==> config.mk <==
export PLATFORM = sky130hd
export DESIGN_NAME = mem_port_arbiter_flat
export DESIGN_NICKNAME = d
export VERILOG_FILES = /design/src/rtl/mem_port_arbiter_if.sv /design/src/rtl/mem_port_arbiter.sv /design/src/flat_wrapper.sv
export SDC_FILE = /design/constraint.sdc
export NUM_CORES = 1
export LEC_CHECK = 0
export BUFFER_PORTS_ARGS = -buffer_cell sky130_fd_sc_hd__buf_2
export CORE_MARGIN = 2
export CORE_UTILIZATION = 49
export DETAILED_ROUTE_END_ITERATION = 10
export PLACE_DENSITY = 0.85
export SLEW_MARGIN = 20
export SYNTH_ARGS = -nofsm -noshare
export SYNTH_HDL_FRONTEND = slang
export SYNTH_SLANG_ARGS = --single-unit
export TNS_END_PERCENT = 20
==> constraint.sdc <==
create_clock -name clk -period 4.6 [get_ports clk]
set_clock_uncertainty 0.1 [all_clocks]
set_input_delay 0.92 -clock clk [delete_from_list [all_inputs] [get_ports clk]]
set_output_delay 0.92 -clock clk [all_outputs]
set_load 0.005 [all_outputs]
==> src/rtl/mem_port_arbiter_if.sv <==
// mem_port_arbiter_if: fetch/data requester and memory-side signal bundle.
// slave = arbiter view, master = CPU/memory environment view.
interface mem_port_arbiter_if #(
  parameter int AW = 32,
  parameter int DW = 32
);
  logic          i_req;
  logic [AW-1:0] i_addr;
  logic [DW-1:0] i_rdata;
  logic          i_ack;
  logic          i_err;
  logic          d_req;
  logic          d_we;
  logic [AW-1:0] d_addr;
  logic [DW-1:0] d_wdata;
  logic [DW-1:0] d_rdata;
  logic          d_ack;
  logic          d_err;
  logic          mem_req;
  logic          mem_we;
  logic [AW-1:0] mem_addr;
  logic [DW-1:0] mem_wdata;
  logic [DW-1:0] mem_rdata;
  logic          mem_ready;
  logic          busy;

  modport slave (
    input  i_req, i_addr,
    input  d_req, d_we, d_addr, d_wdata,
    input  mem_rdata, mem_ready,
    output i_rdata, i_ack, i_err,
    output d_rdata, d_ack, d_err,
    output mem_req, mem_we, mem_addr, mem_wdata,
    output busy
  );

  modport master (
    output i_req, i_addr,
    output d_req, d_we, d_addr, d_wdata,
    output mem_rdata, mem_ready,
    input  i_rdata, i_ack, i_err,
    input  d_rdata, d_ack, d_err,
    input  mem_req, mem_we, mem_addr, mem_wdata,
    input  busy
  );
endinterface

==> src/rtl/mem_port_arbiter.sv <==
// mem_port_arbiter: shares one memory port between fetch and data requesters.
// Optional memory wait timeout enabled by defining MEM_TIMEOUT_EN.
module mem_port_arbiter #(
  parameter int AW              = 32,
  parameter int DW              = 32,
  parameter int FIXED_DATA_PRIO = 0,
  parameter int TIMEOUT_CYCLES  = 255
) (
  input  logic               clk,
  input  logic               reset,
  mem_port_arbiter_if.slave  bus
);

  typedef enum logic [1:0] {
    IDLE, GRANT_I, GRANT_D, ACK
  } state_t;

  state_t        state_q, state_d;
  logic          last_d_q, last_d_d;
  logic          win_d_q, win_d_d;
  logic          we_q, we_d;
  logic          err_q, err_d;
  logic [AW-1:0] addr_q, addr_d;
  logic [DW-1:0] wdata_q, wdata_d;
  logic [DW-1:0] i_rdata_q, i_rdata_d;
  logic [DW-1:0] d_rdata_q, d_rdata_d;
  logic          pick_d;
  logic          granted;
  logic          tmo;

  assign granted = (state_q == GRANT_I)
                || (state_q == GRANT_D);

`ifdef MEM_TIMEOUT_EN
  localparam int CW = $clog2(TIMEOUT_CYCLES + 1);

  logic [CW-1:0] cnt_q;

  always_ff @(posedge clk) begin
    if (reset || state_q == IDLE)
      cnt_q <= '0;
    else if (granted)
      cnt_q <= cnt_q + CW'(1);
  end

  // last grant cycle: counter has seen TIMEOUT_CYCLES-1 waits
  assign tmo = granted
            && (cnt_q == CW'(TIMEOUT_CYCLES - 1));
`else
  assign tmo = 1'b0 && (TIMEOUT_CYCLES > 0);
`endif

  always_comb begin
    state_d   = state_q;
    last_d_d  = last_d_q;
    win_d_d   = win_d_q;
    we_d      = we_q;
    err_d     = err_q;
    addr_d    = addr_q;
    wdata_d   = wdata_q;
    i_rdata_d = i_rdata_q;
    d_rdata_d = d_rdata_q;
    pick_d    = 1'b0;
    unique case (state_q)
      IDLE: begin
        if (bus.i_req || bus.d_req) begin
          // on a tie, round-robin grants the port not served last
          pick_d  = bus.d_req
                 && (!bus.i_req
                  || FIXED_DATA_PRIO != 0
                  || !last_d_q);
          win_d_d = pick_d;
          err_d   = 1'b0;
          addr_d  = pick_d ? bus.d_addr : bus.i_addr;
          we_d    = pick_d && bus.d_we;
          wdata_d = pick_d ? bus.d_wdata : wdata_q;
          state_d = pick_d ? GRANT_D : GRANT_I;
        end
      end
      GRANT_I, GRANT_D: begin
        if (bus.mem_ready) begin
          if (!we_q) begin
            if (win_d_q) d_rdata_d = bus.mem_rdata;
            else         i_rdata_d = bus.mem_rdata;
          end
          last_d_d = win_d_q;
          state_d  = ACK;
        end else if (tmo) begin
          if (win_d_q) d_rdata_d = '0;
          else         i_rdata_d = '0;
          err_d    = 1'b1;
          last_d_d = win_d_q;
          state_d  = ACK;
        end
      end
      ACK: begin
        err_d   = 1'b0;
        state_d = IDLE;
      end
      default: state_d = IDLE;
    endcase
  end

  always_ff @(posedge clk) begin
    if (reset) begin
      state_q   <= IDLE;
      last_d_q  <= 1'b0;
      win_d_q   <= 1'b0;
      we_q      <= 1'b0;
      err_q     <= 1'b0;
      addr_q    <= '0;
      wdata_q   <= '0;
      i_rdata_q <= '0;
      d_rdata_q <= '0;
    end else begin
      state_q   <= state_d;
      last_d_q  <= last_d_d;
      win_d_q   <= win_d_d;
      we_q      <= we_d;
      err_q     <= err_d;
      addr_q    <= addr_d;
      wdata_q   <= wdata_d;
      i_rdata_q <= i_rdata_d;
      d_rdata_q <= d_rdata_d;
    end
  end

  assign bus.mem_req   = granted;
  assign bus.mem_we    = (state_q == GRANT_D) && we_q;
  assign bus.mem_addr  = addr_q;
  assign bus.mem_wdata = wdata_q;
  assign bus.i_ack     = (state_q == ACK) && !win_d_q;
  assign bus.d_ack     = (state_q == ACK) && win_d_q;
  assign bus.i_err     = bus.i_ack && err_q;
  assign bus.d_err     = bus.d_ack && err_q;
  assign bus.i_rdata   = i_rdata_q;
  assign bus.d_rdata   = d_rdata_q;
  assign bus.busy      = (state_q != IDLE);

endmodule

==> src/flat_wrapper.sv <==
// flat-port wrapper written by rule: the top's interface ports become plain ports
module mem_port_arbiter_flat 
#(
  parameter int AW              = 32,
  parameter int DW              = 32,
  parameter int FIXED_DATA_PRIO = 0,
  parameter int TIMEOUT_CYCLES  = 255
)
  (clk, reset, bus_i_req, bus_i_addr, bus_d_req, bus_d_we, bus_d_addr, bus_d_wdata, bus_mem_rdata, bus_mem_ready, bus_i_rdata, bus_i_ack, bus_i_err, bus_d_rdata, bus_d_ack, bus_d_err, bus_mem_req, bus_mem_we, bus_mem_addr, bus_mem_wdata, bus_busy);
  mem_port_arbiter_if #(.AW(AW), .DW(DW)) bus_i ();
  input  logic clk;
  input  logic reset;
  input wire logic [$bits(bus_i.i_req)-1:0] bus_i_req;
  input wire logic [$bits(bus_i.i_addr)-1:0] bus_i_addr;
  input wire logic [$bits(bus_i.d_req)-1:0] bus_d_req;
  input wire logic [$bits(bus_i.d_we)-1:0] bus_d_we;
  input wire logic [$bits(bus_i.d_addr)-1:0] bus_d_addr;
  input wire logic [$bits(bus_i.d_wdata)-1:0] bus_d_wdata;
  input wire logic [$bits(bus_i.mem_rdata)-1:0] bus_mem_rdata;
  input wire logic [$bits(bus_i.mem_ready)-1:0] bus_mem_ready;
  output wire logic [$bits(bus_i.i_rdata)-1:0] bus_i_rdata;
  output wire logic [$bits(bus_i.i_ack)-1:0] bus_i_ack;
  output wire logic [$bits(bus_i.i_err)-1:0] bus_i_err;
  output wire logic [$bits(bus_i.d_rdata)-1:0] bus_d_rdata;
  output wire logic [$bits(bus_i.d_ack)-1:0] bus_d_ack;
  output wire logic [$bits(bus_i.d_err)-1:0] bus_d_err;
  output wire logic [$bits(bus_i.mem_req)-1:0] bus_mem_req;
  output wire logic [$bits(bus_i.mem_we)-1:0] bus_mem_we;
  output wire logic [$bits(bus_i.mem_addr)-1:0] bus_mem_addr;
  output wire logic [$bits(bus_i.mem_wdata)-1:0] bus_mem_wdata;
  output wire logic [$bits(bus_i.busy)-1:0] bus_busy;
  assign bus_i.i_req = bus_i_req;
  assign bus_i.i_addr = bus_i_addr;
  assign bus_i.d_req = bus_d_req;
  assign bus_i.d_we = bus_d_we;
  assign bus_i.d_addr = bus_d_addr;
  assign bus_i.d_wdata = bus_d_wdata;
  assign bus_i.mem_rdata = bus_mem_rdata;
  assign bus_i.mem_ready = bus_mem_ready;
  assign bus_i_rdata = bus_i.i_rdata;
  assign bus_i_ack = bus_i.i_ack;
  assign bus_i_err = bus_i.i_err;
  assign bus_d_rdata = bus_i.d_rdata;
  assign bus_d_ack = bus_i.d_ack;
  assign bus_d_err = bus_i.d_err;
  assign bus_mem_req = bus_i.mem_req;
  assign bus_mem_we = bus_i.mem_we;
  assign bus_mem_addr = bus_i.mem_addr;
  assign bus_mem_wdata = bus_i.mem_wdata;
  assign bus_busy = bus_i.busy;
  mem_port_arbiter #(.AW(AW), .DW(DW), .FIXED_DATA_PRIO(FIXED_DATA_PRIO), .TIMEOUT_CYCLES(TIMEOUT_CYCLES)) u_core (.clk(clk), .reset(reset), .bus(bus_i));
endmodule
After elaboration in Yosys (flattened, before gate mapping)
Index checks and enable logic that the tools add are counted.
{"block": "word_totals", "in_bits": 134, "output_inout_bits": 135, "elab_cells": 47, "regBits": 134}
{"block": "op_classes", "mux": 7, "n_reduce_logical": 23, "n_bitwise": 3, "eq_ne": 5}
{"operator": "two-way mux 32 bit", "n": 1}
{"operator": "AND reduction 2 bit", "n": 4}
{"operator": "AND reduction 4 bit", "n": 2}
{"operator": "logical AND 1 bit", "n": 7}
{"operator": "two-way mux 2 bit", "n": 3}
{"operator": "case mux 2 bit (3 select lines)", "n": 1}
{"operator": "equality test 2 bit (second input constant)", "n": 2}
{"operator": "zero test 1 bit", "n": 3}
{"operator": "logical OR 1 bit", "n": 3}
{"operator": "inverter 1 bit", "n": 3}
{"operator": "AND reduction 3 bit", "n": 1}
{"operator": "equality test 2 x 1 -> 1 bit (second input constant)", "n": 1}
{"operator": "zero test 2 bit", "n": 1}
{"operator": "!= test 2 x 1 -> 1 bit (second input constant)", "n": 1}
{"operator": "!= test 2 bit (second input constant)", "n": 1}
{"operator": "case mux 1 bit (2 select lines)", "n": 1}
{"operator": "nonzero test 2 bit", "n": 1}
{"operator": "OR reduction 2 bit", "n": 1}
{"operator": "two-way mux 1 bit", "n": 1}

Longest topological paths before layout
{"block": "logic_depth", "depth_word": 6, "mapped_depth": 8, "ltp_nobuf": 5}

Worst setup path before layout
No wires, ideal clock.
{"block": "synth_timing", "path_type": "flip-flop to output port", "from": "reg u_core.state_q[0]", "to": "out bus_busy", "t_arrival_ns": 0.927, "n_path_buf": 1, "path_slack_ns": 2.653, "stages_incl_launch_ff": 5, "t_required_ns": 3.580, "cell_sequence": "dfxtp_1 -> inv_1 -> ha_1 -> inv_1 -> clkbuf_1"}
{"block": "synth_via", "elab_chain_len": 1}
{"element": "start: declaration", "line_no": "mem_port_arbiter.sv:18", "source": "state_t state_q, state_d;"}
{"element": "start signal: assignment", "line_no": "mem_port_arbiter.sv:116", "source": "state_q <= state_d;"}
{"element": "nonzero test 2 bit", "line_no": "mem_port_arbiter.sv:138", "source": "assign bus.busy = (state_q != IDLE);"}
{"element": "end: declaration", "line_no": "flat_wrapper.sv:31", "source": "output wire logic [$bits(bus_i.busy)-1:0] bus_busy;"}
No other way between the ends.

Final worst setup path
Same ends and word-level chain as after synthesis.

==> results.ini <==
[status]
status = finished, final reports clean

[detailed_routing]
drt_wl_total_um = 15400
wl_per_cell_um = 15.0
antenna_left = 0
dr.pass1.iters = 5
drc = 0
via_per_inst = 5.27
drtIter0Drc = 352
vias = 5426

[power_and_ir_drop]
p_per_area_nw_per_um2 = 577
ir_drop_v = 0.000318
p_leak_uw = 0.00328
finalPower_uw = 4120

[cts]
cts.sinks = 133
numCtsBuffers = 17
cts_resized = 0
cts_buffer_depth = 2
cts_setup_buffers = 0
cts_hold_buf = 0
cts.clk_slew.worst_paths_ps = 60
htree_num_levels = 4
clk_latency_ps = 510
root_buffer = clkbuf_8
cts_tree = done

[critical_path]
crit_path_cell_trace = inv_1, ha_1, inv_1, buf_2
criticalPathCategory = reg -> out
path_common_cell = inv_1
cp_data_required_time_ps = 3580
setup.worst_path.end_class = output port
slowest_stage = inv_1
cp_max_fo = 33
max_stage_delay_ps = 640
crit_arrival_ps = 2050
start_kind = flop

[timing]
max_freq_ghz = 0.326
grt_setup_unrepaired = no
finalMaxSlewViolations = 0
post-route-min-period_ps = 3070
setup_tns_ps = 0
hold_violations = 0
hold_slack_ps = 349
tightestPinTransition_ps = 944
setup_violations = 0
fin_crit_sh_pct = 66.8
slew_headroom_pct = 37.1

[cells_and_area]
layout-drive-gt1-share_pct = 36.3
final_nets = 1019
area_delta_synth_final_pct = 35.6
insertedDiodeCount = 0
fin_cells = 1029

[place]
portBuffers = 266
dp_cells = 998
dp_hpwl_um = 10500
gp_congestion = 0.845

[yosys]
synth_flop_cell = dfxtp_1
syn-instance-count = 646
yosysMostFrequentCell = nand2_1
yosys_register_bits = 133
synthesis.area_um2 = 5260
yosys-top-cells-count = nand2_1 (162), dfxtp_1 (133), a21oi_1 (130), nor2_1 (36)
seq_area_frac_synth_pct = 50.6
synth_area_per_cell_um2 = 8.15
yosys.area.top_type = dfxtp_1
synthDistinctLibCells = 31
ys_top_cells_by_area = dfxtp_1 (51%), a21oi_1 (12%), nand2_1 (12%)
synth_async_sr_flop_share_pct = 0
yosys_warnings = 0
synth-edff-count = 0
yosys.area.top_type_share_pct = 50.6

[global_route]
grt.overflow.total = 0
antenna_found_initial = 0
grt_pass1_wl_um = 23100
grt_pass1_vias = 4970
track_usage_pct = 25.2
grt_max_degree = 85

[min_path]
hold_class = reg -> reg

[die]
initial_utilization_pct = 50.8
coreArea_um2 = 10400
fp.dieArea_um2 = 11600
io_pins = 269
die_h_um = 108
dieWidth_um = 108
num_rows = 37

[flow_run]
cap_violations = 0

## area by class of cell
class | count | area, um^2
multi-input combinational | 451 | 2270
clock buffer | 19 | 442
inverter | 3 | 11.3
timing repair buffer | 275 | 1400
sequential | 133 | 2660
fill | 897 | 3230
clock inverter | 12 | 178
tap | 136 | 170
## report_power, final
part	leakage [uW]	total [uW]	switching, uW	internal, uW
clock	0.000304	1400	496	907
sequential	0.00109	1490	113	1380
combinational	0.00189	1220	748	475
total	0.00328	4120	1360	2760
## metrics by stage
| stage | utilization [%] | area [um^2] | setup slack (ps) |
|---|---|---|---|
| global placement | 62.8 | 6510 | 1820 |
| CTS | 68.8 | 7130 | 1560 |
| global route | 68.8 | 7140 | 1380 |
| detailed placement | 62.8 | 6510 | 1750 |
| finish | 68.8 | 7140 | 1530 |
| floorplan | - | 5270 | 2650 |
## metal layers
layer  global-route usage [%]  part of all wire, %
met5                        0                    0
met4                     10.3                  2.4
met3                     7.93                  8.3
met2                     43.6                   50
met1                     28.8                   39
## registers in the layout, summed over array words and instances, names as in the netlist
name / flops
u_core.win_d_q: 1
u_core.bus.d_rdata: 32
u_core.state_q: 2
u_core.bus.mem_addr: 32
u_core.bus.mem_wdata: 32
u_core.we_q: 1
u_core.last_d_q: 1
u_core.bus.i_rdata: 32
## path summary, 6_finish.rpt
| check | start | end | slack, ps | cells past startpoint |
|---|---|---|---|---|
| hold / removal | u_core.bus.i_rdata[16] | u_core.bus.i_rdata[16] | 350 | 2 |
| setup / recovery | u_core.state_q[0] | bus_busy | 1530 | 4 |
| hold reg to reg | u_core.bus.i_rdata[16] | u_core.bus.i_rdata[16] | 350 | 2 |
| setup reg to reg | u_core.last_d_q | u_core.bus.mem_wdata[6] | 2390 | 4 |
## cell families after synthesis
family | synth area share [%]
AO/OA/AOI/OAI | 23.1
other | 0.0712
adder cells (fa/ha/maj) | 0.951
flip-flops | 50.6
buffers and inverters | 6.47
multiplexers | 0.190
AND/OR/NAND/NOR | 18.7
## cells in the final DEF (no fill, tap or decap), types with 2 or more instances in the layout
cell type	Yosys	layout
a211oi_1	19	19
a211oi_2	14	14
a21oi_1	130	130
and2_1	2	2
buf_2	20	265
buf_4	12	10
bufinv_16	0	4
clkbuf_16	0	16
clkbuf_8	0	3
clkinv_2	0	3
clkinv_4	0	3
conb_1	1	2
dfxtp_1	133	133
ha_1	4	4
inv_1	3	3
nand2_1	162	162
nand3_1	33	33
nor2_1	36	36
nor2b_1	2	2
o21ai_0	33	33
## worst max-delay path, delay by kind of cell, from the launching register on
kind	cells	cell delay [ps]
adders and majority gates	1	210
buffers and inverters	3	980
DFF	1	350
(Power assumes the default switching activity.)
